`config.mk`:
```
export PLATFORM = sky130hd
export DESIGN_NAME = mux_rr
export DESIGN_NICKNAME = d
export VERILOG_FILES = /design/src/rtl/mux_rr.sv
export SDC_FILE = /design/constraint.sdc
export NUM_CORES = 1
export LEC_CHECK = 0
export BUFFER_PORTS_ARGS = -buffer_cell sky130_fd_sc_hd__buf_2
export CAP_MARGIN = 5
export CELL_PAD_IN_SITES_DETAIL_PLACEMENT = 1
export CELL_PAD_IN_SITES_GLOBAL_PLACEMENT = 2
export CORE_MARGIN = 1
export CORE_UTILIZATION = 25
export DETAILED_ROUTE_END_ITERATION = 16
export PLACE_DENSITY_LB_ADDON = 0.3
export SKIP_LAST_GASP = 1
export SLEW_MARGIN = 20
export SYNTH_ARGS = -nofsm -noshare
export SYNTH_HDL_FRONTEND = slang
export SYNTH_SLANG_ARGS = --single-unit
```
`constraint.sdc`:
```
create_clock -name clk -period 2.1 [get_ports clk]
set_input_delay 0.105 -clock clk [delete_from_list [all_inputs] [get_ports clk]]
set_output_delay 0.105 -clock clk [all_outputs]
set_load 0.01 [all_outputs]
```
`src/rtl/mux_rr.sv`:
```
// Round-robin N-channel multiplexer with valid/ready on every input and a
// registered, backpressurable output stage. MODE 0 rotates strictly, MODE 1 skips idle channels.
module mux_rr #(
  parameter int WIDTH    = 4,
  parameter int CHANNELS = 4,
  parameter int MODE     = 0,
  localparam int PW      = (CHANNELS > 2) ? $clog2(CHANNELS) : 1
) (
  input  logic                      clk,
  input  logic                      reset_L,
  input  logic [WIDTH*CHANNELS-1:0] data_in,
  input  logic [CHANNELS-1:0]       valid_in,
  output logic [CHANNELS-1:0]       ready_out,
  output logic [WIDTH-1:0]          data_out,
  output logic                      valid_out,
  output logic [PW-1:0]             chan_out,
  input  logic                      ready_in
);

  logic [PW-1:0]    ptr;
  logic [PW-1:0]    ptr_nxt;
  logic [PW-1:0]    sel;
  logic [PW-1:0]    cand;
  logic             sel_vld;
  logic             load_en;
  logic             take;
  logic [WIDTH-1:0] sel_word;
  int               j;

  // NOTE: every combinational output gets a default before any branch, so no
  // path leaves a value unassigned and no latch is inferred.
  always_comb begin
    load_en = !valid_out || ready_in;
    sel     = ptr;
    sel_vld = 1'b0;
    cand    = ptr;
    j       = 0;

    if (MODE == 0) begin
      sel_vld = valid_in[ptr];
    end else begin
      // Walk offsets from far to near so the nearest valid channel wins.
      for (int k = CHANNELS - 1; k >= 0; k--) begin
        j = int'(ptr) + k;
        if (j >= CHANNELS) j = j - CHANNELS;
        cand = PW'(j);
        if (valid_in[cand]) begin
          sel     = cand;
          sel_vld = 1'b1;
        end
      end
    end

    sel_word = data_in[int'(sel)*WIDTH +: WIDTH];
    take     = load_en && sel_vld && !reset_L;

    ready_out = '0;
    if (take) ready_out[sel] = 1'b1;

    // Strict mode always advances; work-conserving mode only moves past a grant.
    if (MODE == 0 || sel_vld)
      ptr_nxt = (int'(sel) == CHANNELS - 1) ? '0 : sel + PW'(1);
    else
      ptr_nxt = ptr;
  end

  // NOTE: sequential state uses non-blocking assignments so every register
  // samples the pre-edge values regardless of statement order.
  always_ff @(posedge clk) begin
    if (reset_L) begin
      // NOTE: reset clears the output word too, so a stale word never leaks out.
      ptr       <= '0;
      data_out  <= '0;
      valid_out <= 1'b0;
      chan_out  <= '0;
    end else if (load_en) begin
      valid_out <= sel_vld;
      ptr       <= ptr_nxt;
      if (sel_vld) begin
        data_out <= sel_word;
        chan_out <= sel;
      end
    end
  end

endmodule

```
==> impl_metrics.json <==
{
  "syn_area_sq_um": 608.1,
  "finalSetupViolCount": 0,
  "slowest_delay_ps": 450,
  "worstPathRequired_ps": 2000,
  "cp.depth": 5,
  "crit_family": "simple AND/OR/NAND/NOR gates",
  "io_pins": 34,
  "synth_warnings": 0,
  "seq_power_share_pct": 37.9,
  "yosysTopAreaCellShare_pct": 29.63,
  "fmax_mhz": 546.2,
  "synth_area_leaders": "dfxtp_1 (30%), mux4_2 (15%), ha_1 (8.2%)",
  "clkTransAtPathRegs_ps": 60,
  "min_period_over_period_pct": 87.19,
  "power.share.clock_pct": 22.9,
  "portBuffers": 33,
  "finalCoreUtilization_pct": 36.07,
  "hp-class": "input pin to flip-flop",
  "postRouteAntennaNets": 0,
  "hold_viol_final": 0,
  "core_sq_mm": 0.002255,
  "end_kind": "output port",
  "worstMarginPinSlew_ps": 441.1,
  "worstSetupStartpointType": "flip-flop",
  "start_util_pct": 26.97,
  "syn_to_final_growth_pct": 33.74,
  "cts_hold_buffers": 0,
  "ys_types": 23,
  "grtUsageTotal_pct": 12.95,
  "path_class": "flip-flop to output port",
  "rsz0062_at_grt": "false",
  "grt_pass1_wl_mm": 2.511,
  "maxSlewHeadroom_pct": 70.53,
  "rrSetupSlack_ps": 640,
  "slew_violations": 0,
  "synth_fp_nets": 90,
  "cts-buffers-inserted": 3,
  "slowest_stage": "dfxtp_1",
  "worstReg2RegEnd": "chan_out[0]",
  "synth_largest_area_cell": "dfxtp_1",
  "cts_root_buf": "clkbuf_4",
  "cts_tree": "done",
  "startpoint": "cand[1]",
  "path_cells": "mux2_4 -> and3_1 -> nor2_4 -> nor3b_1 -> buf_2",
  "rows": 17,
  "grt_max_degree": 14,
  "clock_sinks": 9,
  "die_y_microns": 51.32,
  "ys_ff_latch": 9,
  "cts_buffer_depth": 2,
  "powerDensity_mw_per_mm2": 714.5,
  "fin_tns_setup_ps": 0,
  "first_global_vias": 606,
  "antenna_found_initial": 0,
  "dieArea_sq_mm": 0.002634,
  "via_per_inst": 4.728,
  "gr-total-overflow": 0,
  "die_width_microns": 51.32,
  "maxCapViolations": 0,
  "worst-path-buf-inv": 1,
  "endpoint": "ready_out[3]",
  "intPower_uw": 382.7,
  "hpwl_mm": 1.299,
  "finClkSkew_ps": 4.896,
  "peakVddDrop_mv": 0.3072,
  "reg2reg_from": "cand[0]",
  "drive_above_1_share_pct": 48.45,
  "status": "complete, no violations",
  "final_nets": 125,
  "dr.pass1.iters": 4,
  "drt-total-wl_mm": 1.577,
  "synthCells": 63,
  "antennaDiodeCount": 0,
  "gp_congestion": 0.7050,
  "p_sw_uw": 198.4,
  "crit_fanout": 7,
  "post_drt_wl_per_cell_microns": 12.62,
  "synth-seq-area-share_pct": 29.63,
  "leakage_uw": 0.0003721,
  "comb_power_share_pct": 39.2,
  "sw_frac_of_total_pct": 34.14,
  "cts-resized-gates": 0,
  "drtIter0Drc": 5,
  "period_minus_slack_ps": 1831,
  "critPathArrivalTime_ps": 1730,
  "post_cts_buffers": 0,
  "h-tree-depth": 1,
  "drc_errors": 0,
  "vias": 591,
  "avgSynthCellArea_sq_um": 9.652,
  "worst-r2r-cell-count": 4,
  "insertion_delay_ps": 260
}
## metal layers
metal	vias to the layer above	wire length, microns	global-route usage (%)
met3	0	100	3.571
met5	-	0	0
met4	0	0	4.054
li1	295	-	-
met2	20	791	23.03
met1	276	685	14.87
## Yosys cell counts
library cell and count:
a21oi_1 8, a21oi_2 1, and3_1 1, buf_2 2, buf_6 2, clkbuf_1 1, dfxtp_1 9, ha_1 4
inv_1 2, mux2_4 1, mux2i_2 1, mux4_2 4, nand2_1 3, nand2b_1 1, nand3_1 6, nor2_1 2
nor2_4 1, nor2b_1 1, nor3_1 1, nor3_4 1, nor3b_1 4, o21ai_1 6, or3_1 1
## worst min path at each step
| stage | from | endpoint | slack [ps] | depth (start not counted) |
|---|---|---|---|---|
| floorplan | reset_L | ready_out[0] | 260 | 1 |
| global placement | reset_L | cand[0] | 430 | 2 |
| detailed placement | reset_L | chan_out[0] | 440 | 2 |
| CTS | reset_L | chan_out[0] | 170 | 2 |
| global route | reset_L | chan_out[0] | 190 | 2 |
| finish | reset_L | chan_out[0] | 170 | 2 |
## sequential cells by signal, summed over array words and instances (netlist names)
signal,count
chan_out,2
cand,2
data_out,4
valid_out,1
## power by group through the flow
stage / Combinational (uW) / Clock [uW] / Sequential [uW]
after floorplan: 165 / 0 / 223
after global placement: 229 / 0 / 224
after detailed placement: 232 / 0 / 225
after CTS: 233 / 138 / 221
after global routing: 252 / 154 / 227
final: 228 / 133 / 220
## cell usage in the layout (no fill, tap or decap), drive strengths merged, types with 2 or more instances in the layout
cell type / synthesis / layout
nand3: 6 / 6
ha: 4 / 4
nor2: 3 / 3
nor3: 2 / 2
buf: 4 / 35
a21oi: 9 / 9
inv: 2 / 2
dfxtp: 9 / 9
nor3b: 4 / 4
nand2: 3 / 3
mux4: 4 / 4
clkbuf: 1 / 4
o21ai: 6 / 6
## cell type report
class                           instances  area (sq um)
Tap cell                               28         35.03
Multi-Input combinational cell         47         384.1
Inverter                                2         7.507
Sequential cell                         9         180.2
Clock buffer                            4         26.28
Timing Repair Buffer                   35         180.2
Fill cell                             297          1441
## logic make-up (layout without fill, tap and decap cells)
family                   count (synthesis)  in the layout  share of synthesized area [%]
buffers and inverters                    7             41                          7.201
AO/OA/AOI/OAI                           15             15                          12.96
multiplexers                             6              6                          19.55
AND/OR/NAND/NOR                         22             22                          22.43
adder cells (fa/ha/maj)                  4              4                          8.231
flip-flops                               9              9                          29.63
## metrics by stage
stage	hold slack (ps)	instance area, sq um	std cells	setup WS (ps)	power (uW)
floorplan	260.3	608.1	63	700.2	387.5
finish	172.1	813.3	125	269.0	581.1
CTS	174.8	813.3	125	255.4	592.0
global placement	434.8	787.0	121	603.1	452.9
global route	185.2	813.3	125	126.4	633.1
detailed placement	442.6	787.0	121	558.1	456.6
## worst register-to-register path: stages (launching register included)
cell	delay, ps
dfxtp_1	420
buf_4	220
or3_1	490
a21oi_2	170
nor2_1	40
Note: power is estimated with default switching activity, not from simulation.
